**src/rtl/if_fetch_unit.sv**
```systemverilog
// rtl/if_fetch_unit.sv - MIPS IF stage: PC, imem req/ack, one-entry fetch buffer, redirects
module if_fetch_unit #(
  parameter logic [31:0] RESET_PC = 32'h0000_0000,
  parameter int unsigned PC_STEP  = 4
) (
  input  logic        clk,
  input  logic        rst,
  input  logic        fetch_ready,
  input  logic        redirect,
  input  logic [31:0] redirect_pc,
  output logic        imem_req,
  output logic [31:0] imem_addr,
  input  logic        imem_ack,
  input  logic [31:0] imem_rdata,
  output logic        fetch_valid,
  output logic [31:0] pc_incr,
  output logic [31:0] instrc,
  output logic [5:0]  funct
);

  localparam logic [31:0] STEP = 32'(PC_STEP);

  // REQ: request outstanding at pc; FULL: buffer holds an instruction;
  // DROP: an old request is still in flight and its data must be thrown away.
  typedef enum logic [1:0] {
    S_REQ  = 2'd0,
    S_FULL = 2'd1,
    S_DROP = 2'd2
  } state_t;

  state_t      state_q, state_d;
  logic [31:0] pc_q, pc_d;
  logic [31:0] addr_q, addr_d;
  logic [31:0] instrc_q, instrc_d;
  logic [31:0] pc_incr_q, pc_incr_d;
  logic        valid_q, valid_d;

  logic [31:0] redirect_tgt;
  logic [31:0] pc_seq;
  logic        transfer;
  logic        unused_redirect_lsbs;

  // Targets are word aligned; the low two bits of redirect_pc carry no meaning.
  assign redirect_tgt         = {redirect_pc[31:2], 2'b00};
  assign unused_redirect_lsbs = ^redirect_pc[1:0];
  assign pc_seq               = pc_q + STEP;
  // A redirect in the same cycle flushes IF/ID, so it cancels the hand-over.
  assign transfer             = valid_q && fetch_ready && !redirect;

  // State register
  always_ff @(posedge clk) begin
    if (rst) begin
      state_q <= S_REQ;
    end else begin
      state_q <= state_d;
    end
  end

  // Next-state logic
  always_comb begin
    state_d = state_q;
    case (state_q)
      S_REQ: begin
        if (imem_ack && !redirect) begin
          state_d = S_FULL;
        end else if (!imem_ack && redirect) begin
          state_d = S_DROP;
        end
      end
      S_FULL: begin
        if (redirect || transfer) begin
          state_d = S_REQ;
        end
      end
      S_DROP: begin
        if (imem_ack) begin
          state_d = S_REQ;
        end
      end
      default: state_d = S_REQ;
    endcase
  end

  // Outputs: the request is masked during reset so a stale FSM state never leaks out
  always_comb begin
    imem_req    = 1'b0;
    imem_addr   = RESET_PC;
    fetch_valid = valid_q;
    pc_incr     = pc_incr_q;
    instrc      = instrc_q;
    funct       = instrc_q[5:0];
    if (!rst) begin
      imem_req  = (state_q == S_REQ) || (state_q == S_DROP);
      // In DROP the in-flight address must stay on the bus although pc moved on.
      imem_addr = (state_q == S_DROP) ? addr_q : pc_q;
    end
  end

  // Datapath next-state: pc, held request address and the fetch buffer
  always_comb begin
    pc_d      = pc_q;
    addr_d    = addr_q;
    instrc_d  = instrc_q;
    pc_incr_d = pc_incr_q;
    valid_d   = valid_q;
    case (state_q)
      S_REQ: begin
        // Track pc so that a redirect without ack leaves the live address here.
        addr_d = pc_q;
        if (redirect) begin
          pc_d = redirect_tgt;
        end else if (imem_ack) begin
          instrc_d  = imem_rdata;
          pc_incr_d = pc_seq;
          pc_d      = pc_seq;
          valid_d   = 1'b1;
        end
      end
      S_FULL: begin
        if (redirect) begin
          valid_d = 1'b0;
          pc_d    = redirect_tgt;
        end else if (transfer) begin
          valid_d = 1'b0;
        end
      end
      S_DROP: begin
        // The latest redirect target wins; the outstanding data is discarded.
        if (redirect) begin
          pc_d = redirect_tgt;
        end
      end
      default: begin
        valid_d = 1'b0;
      end
    endcase
  end

  // Datapath registers
  always_ff @(posedge clk) begin
    if (rst) begin
      pc_q      <= RESET_PC;
      addr_q    <= RESET_PC;
      instrc_q  <= 32'h0000_0000;
      pc_incr_q <= 32'h0000_0000;
      valid_q   <= 1'b0;
    end else begin
      pc_q      <= pc_d;
      addr_q    <= addr_d;
      instrc_q  <= instrc_d;
      pc_incr_q <= pc_incr_d;
      valid_q   <= valid_d;
    end
  end

endmodule

```
**config.mk**
```make
export PLATFORM = sky130hd
export DESIGN_NAME = if_fetch_unit
export DESIGN_NICKNAME = d
export VERILOG_FILES = /design/src/rtl/if_fetch_unit.sv
export SDC_FILE = /design/constraint.sdc
export NUM_CORES = 1
export LEC_CHECK = 0
export ABC_CLOCK_PERIOD_IN_PS = 3750
export CORE_ASPECT_RATIO = 0.75
export CORE_UTILIZATION = 48
export CTS_CLUSTER_DIAMETER = 40
export DETAILED_ROUTE_END_ITERATION = 12
export PLACE_DENSITY = 0.9
export SYNTH_ARGS = -nofsm -noshare
export SYNTH_HDL_FRONTEND = slang
export SYNTH_SLANG_ARGS = --single-unit
```
**constraint.sdc**
```tcl
create_clock -name clk -period 3.75 [get_ports clk]
set_clock_uncertainty 0.1 [all_clocks]
set_input_delay 0.9375 -clock clk [delete_from_list [all_inputs] [get_ports clk]]
set_output_delay 0.9375 -clock clk [all_outputs]
set_load 0.01 [all_outputs]
```
Yosys cells after proc, flatten, opt, wreduce, memory -nomap -nowiden. Index checks and enable logic that the tools add are counted.

$add $sub $neg: 1. Equality and inequality tests: 10. Mux-type cells: 17. Bitwise logic cells: 2. Reduce and logical (&&, ||, !) cells: 15.

Operators with widths (number): $mux W32 (5); $pmux W32 S2 (1); $add A32 B3 Y32 const B (1); $ne A3 B3 Y1 const B (3); $reduce_and A3 Y1 (3); $mux W2 (4); $ne A2 B2 Y1 const B (4); $pmux W2 S3 (1); $mux W1 (5); $logic_and A1 B1 Y1 (4); $reduce_and A4 Y1 (1); $pmux W1 S3 (1); $eq A2 B1 Y1 const B (1); $eq A2 B2 Y1 const B (1); $logic_not A1 Y1 (2); $logic_not A2 Y1 (1); $logic_or A1 B1 Y1 (2); $ne A2 B1 Y1 const B (1); $not A1 Y1 (2); $reduce_bool A2 Y1 (1); $reduce_or A2 Y1 (1).

Register bits: 131. Input port bits: 69. Output and inout port bits: 104.

Longest topological paths before layout.
Depth in word-level cells: 5. Gate-level depth with buffers: 10. Depth with buffers taken out: 7.

Worst setup path after synthesis. Ideal clock, no wire load.

Path kind: in2reg. Start point: input port redirect. End point: register pc_q[4]. Library setup time: 0.095 ns. Arrival time: 2.776 ns. Required time: 3.555 ns. Slack: 0.778 ns. Stages: 8. Path buffers: 2. Path through: inv_1 -> clkbuf_1 -> ha_1 -> a21oi_1 -> a21boi_1 -> clkbuf_1 -> o21ai_0 -> a221oi_1.

Cells in the longest elaborated chain, start to end: 2. Elaborated cells between the ends (all ways): 5.

RTL lines: start, declared (RTL line 9) `input logic redirect,`; $ne A3 B3 Y1 (no line) (tied with other cells); $reduce_and A3 Y1 (no line) / $pmux W32 S2 (equally long branches); end signal, assigned (RTL line 148) `pc_q <= pc_d;`; end, declared (RTL line 32) `logic [31:0] pc_q, pc_d;`.

Parallel ways exist; a longest one is shown, timed or not. A chain may end at the register's enable or synchronous reset.

Final worst setup path.
Start point: register state_q[0]. End point: output port imem_addr[2].

Cells in the longest elaborated chain, start to end: 3.

RTL lines: start, declared (RTL line 31) `state_t state_q, state_d;`; start signal, assigned (RTL line 55) `state_q <= state_d;`; $eq A2 B2 Y1 (RTL line 95) `imem_addr = (state_q == S_DROP) ? addr_q : pc_q;`; $mux W32 (RTL line 95); $mux W32 (RTL line 92) `if (!rst) begin`; end, declared (RTL line 12) `output logic [31:0] imem_addr,`.

No other way between the ends.

==> qor.txt <==
Most common cell after layout, fill and taps aside = clkdlybuf4s50_1
GPL Wtd Cong = 0.870
Share of layout cells above drive strength 1 = 0.0713
Worst path cell trace = inv_1, ha_4, buf_4, mux2i_1, nor2_1, clkdlybuf4s50_1
Clk buf depth = 2
Final Core Density = 0.685
DRT iter0 DRCs = 421
DP HPWL = 11500 um
DIE AREA = 13100 sq um
Antenna violations before repair = 0
M3 GR Usage = 0.0688
Setup ws final = 339 ps
# rows = 35
Worst setup path class = register to primary output
Number of synthesized flops with an enable pin = 0
Cts repair resizes = 0
Clk slew on worst S/H paths = 50 ps
WP data arrival = 2370 ps
Yosys reg bits = 125
Vias per Instance = 5.56
Reg area = 2500 sq um
Busiest grt layer = met2
Achievable Freq = 0.293 GHz
Met1 GRT Util = 0.347
Top cells by area, synth = dfxtp_1 (41%), mux2i_1 (11%), nor2_1 (6.9%)
Remaining Overflow, GRT = 0
Core footprint = 12300 sq um
CP required = 2710 ps
CP peak stage delay = 510 ps
Placement Setup Slack = 479 ps
Final critical-path share of the clock period = 0.909
Die Span X = 132 um
Share of the synthesized area in the top cell type = 0.411
Static Leak = 3.18 nW
Max VDD drop = 415 uV
Wire per inst = 16.3 um
Vias in the first global route = 5433
Worst Setup End Kind = primary output
Critical path launch point type = register
Worst hold path class = register to register
Post-Syn Area = 6090 sq um
Slowest cell on the critical path = clkdlybuf4s50_1
Starting Density = 0.495
Hold Slack = 352 ps
Sequential fraction of the synthesis area = 0.411
Fillers = 950
Worst Path Max Fanout = 21
Count of final setup violators = 0
Post CTS Setup Buffer Count = 0
Main synth FF type = dfxtp_1
CTS sink count = 125
Cells after Synth = 745
I/O Pins = 173
Most frequent cells in the layout = clkdlybuf4s50_1 (165), dfxtp_1 (125), nor2_1 (112), nand2_1 (95), mux2i_1 (67)
Synth area leader = dfxtp_1
CTS Buf Count = 17
Area of the multi-input gates = 3190 sq um
Crit path buffers/inverters = 3
Clock Latency Late Sink = 410 ps
Pwr dens = 541 nW/um^2
Routed via count = 5839
Routed Antenna Nets = 0
Clk Tree Root Cell = clkbuf_16
Max_cap viols = 0
Status = finished, final reports clean
Die Y = 99.6 um
Syn avg cell area = 8.18 sq um
Minimum clock period = 3410 ps
Gr usage total = 0.264
Overall Power = 4.56 mW
Warning count from the yosys run = 0
Post-synth ARST share = 0
CP top delay family = buffers and inverters
Final nets = 949
Relative slew slack = 0.597
PortBufs = 166
Number of diodes = 0
Largest net degree at the start of global routing = 62
Htree depth = 4
Setup TNS = 0 ps
First-pass GRT wire length = 27600 um
Max Slew Vio Count = 0
WL final = 17100 um
RSZ-0062 raised after global routing = false
Final count of hold timing violations = 0
Worst slew pin tran = 600 ps
TritonCTS clock tree = done
DRC = 0
Layout Area Growth over Synthesis = 38.4%
Met2 Use GR = 0.429
Hold-fix buffers, CTS = 0
TritonRoute pass-1 iters = 6
Distinct cells, synth = 54
## tightest hold or removal path: stages (launching register included)
cell,delay (ps)
dfxtp_1,300
nand2_1,50
a21oi_1,50
## final cells by class
| cell class | count | area share |
|---|---|---|
| inverters | 23 | 0.0102 |
| clock buffers | 24 | 0.0607 |
| clock inverters | 6 | 0.0154 |
| multi-input cells | 521 | 0.378 |
| flip-flops and latches | 125 | 0.297 |
| well taps | 166 | 0.0246 |
| repair buffers | 185 | 0.214 |
## flip-flops by register name (all words and copies together), names as in the netlist
signal / cells
pc_incr: 30
state_q: 2
addr_q: 30
fetch_valid: 1
pc_q: 30
instrc: 32
## kinds of logic after synthesis
| logic type | Yosys count | share of synthesized area |
|---|---|---|
| DFF | 125 | 0.411 |
| adders and majority gates | 7 | 0.0144 |
| AOI/OAI and AO/OA | 145 | 0.160 |
| buffers and inverters | 102 | 0.0711 |
| and+or+nand+nor | 271 | 0.195 |
| xor gates and xnor gates | 27 | 0.0388 |
| other | 1 | 0.000616 |
| muxes | 67 | 0.110 |
## metrics by stage
step                cells  cell area [sq um]
floorplan             748               6100
finish               1050               8430
detailed placement   1020               7770
global route         1050               8430
CTS                  1050               8420
global placement     1020               7770
## per-layer routing
| metal | routed length, um | share of wire |
|---|---|---|
| met5 | 0 | 0 |
| met4 | 286 | 0.017 |
| met3 | 1350 | 0.079 |
| met2 | 7780 | 0.46 |
| met1 | 7670 | 0.45 |
## cell usage after synthesis (all sizes together) (2+ instances only)
master / count
clkbuf: 55
a221oi: 8
o22ai: 9
a311oi: 4
nor4: 7
a21oi: 50
nand3b: 2
ha: 7
or4: 5
nand4: 5
xnor2: 16
and4: 3
mux2i: 67
xor2: 11
a211oi: 34
o32ai: 2
buf: 24
nor2: 112
a32o: 2
o21ai: 13
a31oi: 3
o221a: 2
and3: 5
a2111oi: 2
or3: 3
and2: 2
o21bai: 4
nor3: 13
inv: 23
nand2: 95
dfxtp: 125
o31ai: 2
nand3: 17
## where the power goes
group | leakage (nW) | switching [mW] | internal, mW
Sequential | 1.03 | 0.182 | 1.49
Clock | 0.318 | 0.573 | 1.21
Combinational | 1.83 | 0.560 | 0.544
Total | 3.18 | 1.31 | 3.24
## path summary, 6_finish.rpt
path	from	to	slack, ps	cells after the start
worst min-delay path	instrc[13]	instrc[13]	350	2
worst max register to register	pc_q[2]	pc_incr[16]	1040	6
worst max-delay path	state_q[0]	imem_addr[2]	340	6
worst min register to register	instrc[13]	instrc[13]	350	2
Note: power is estimated with default switching activity, not from simulation.
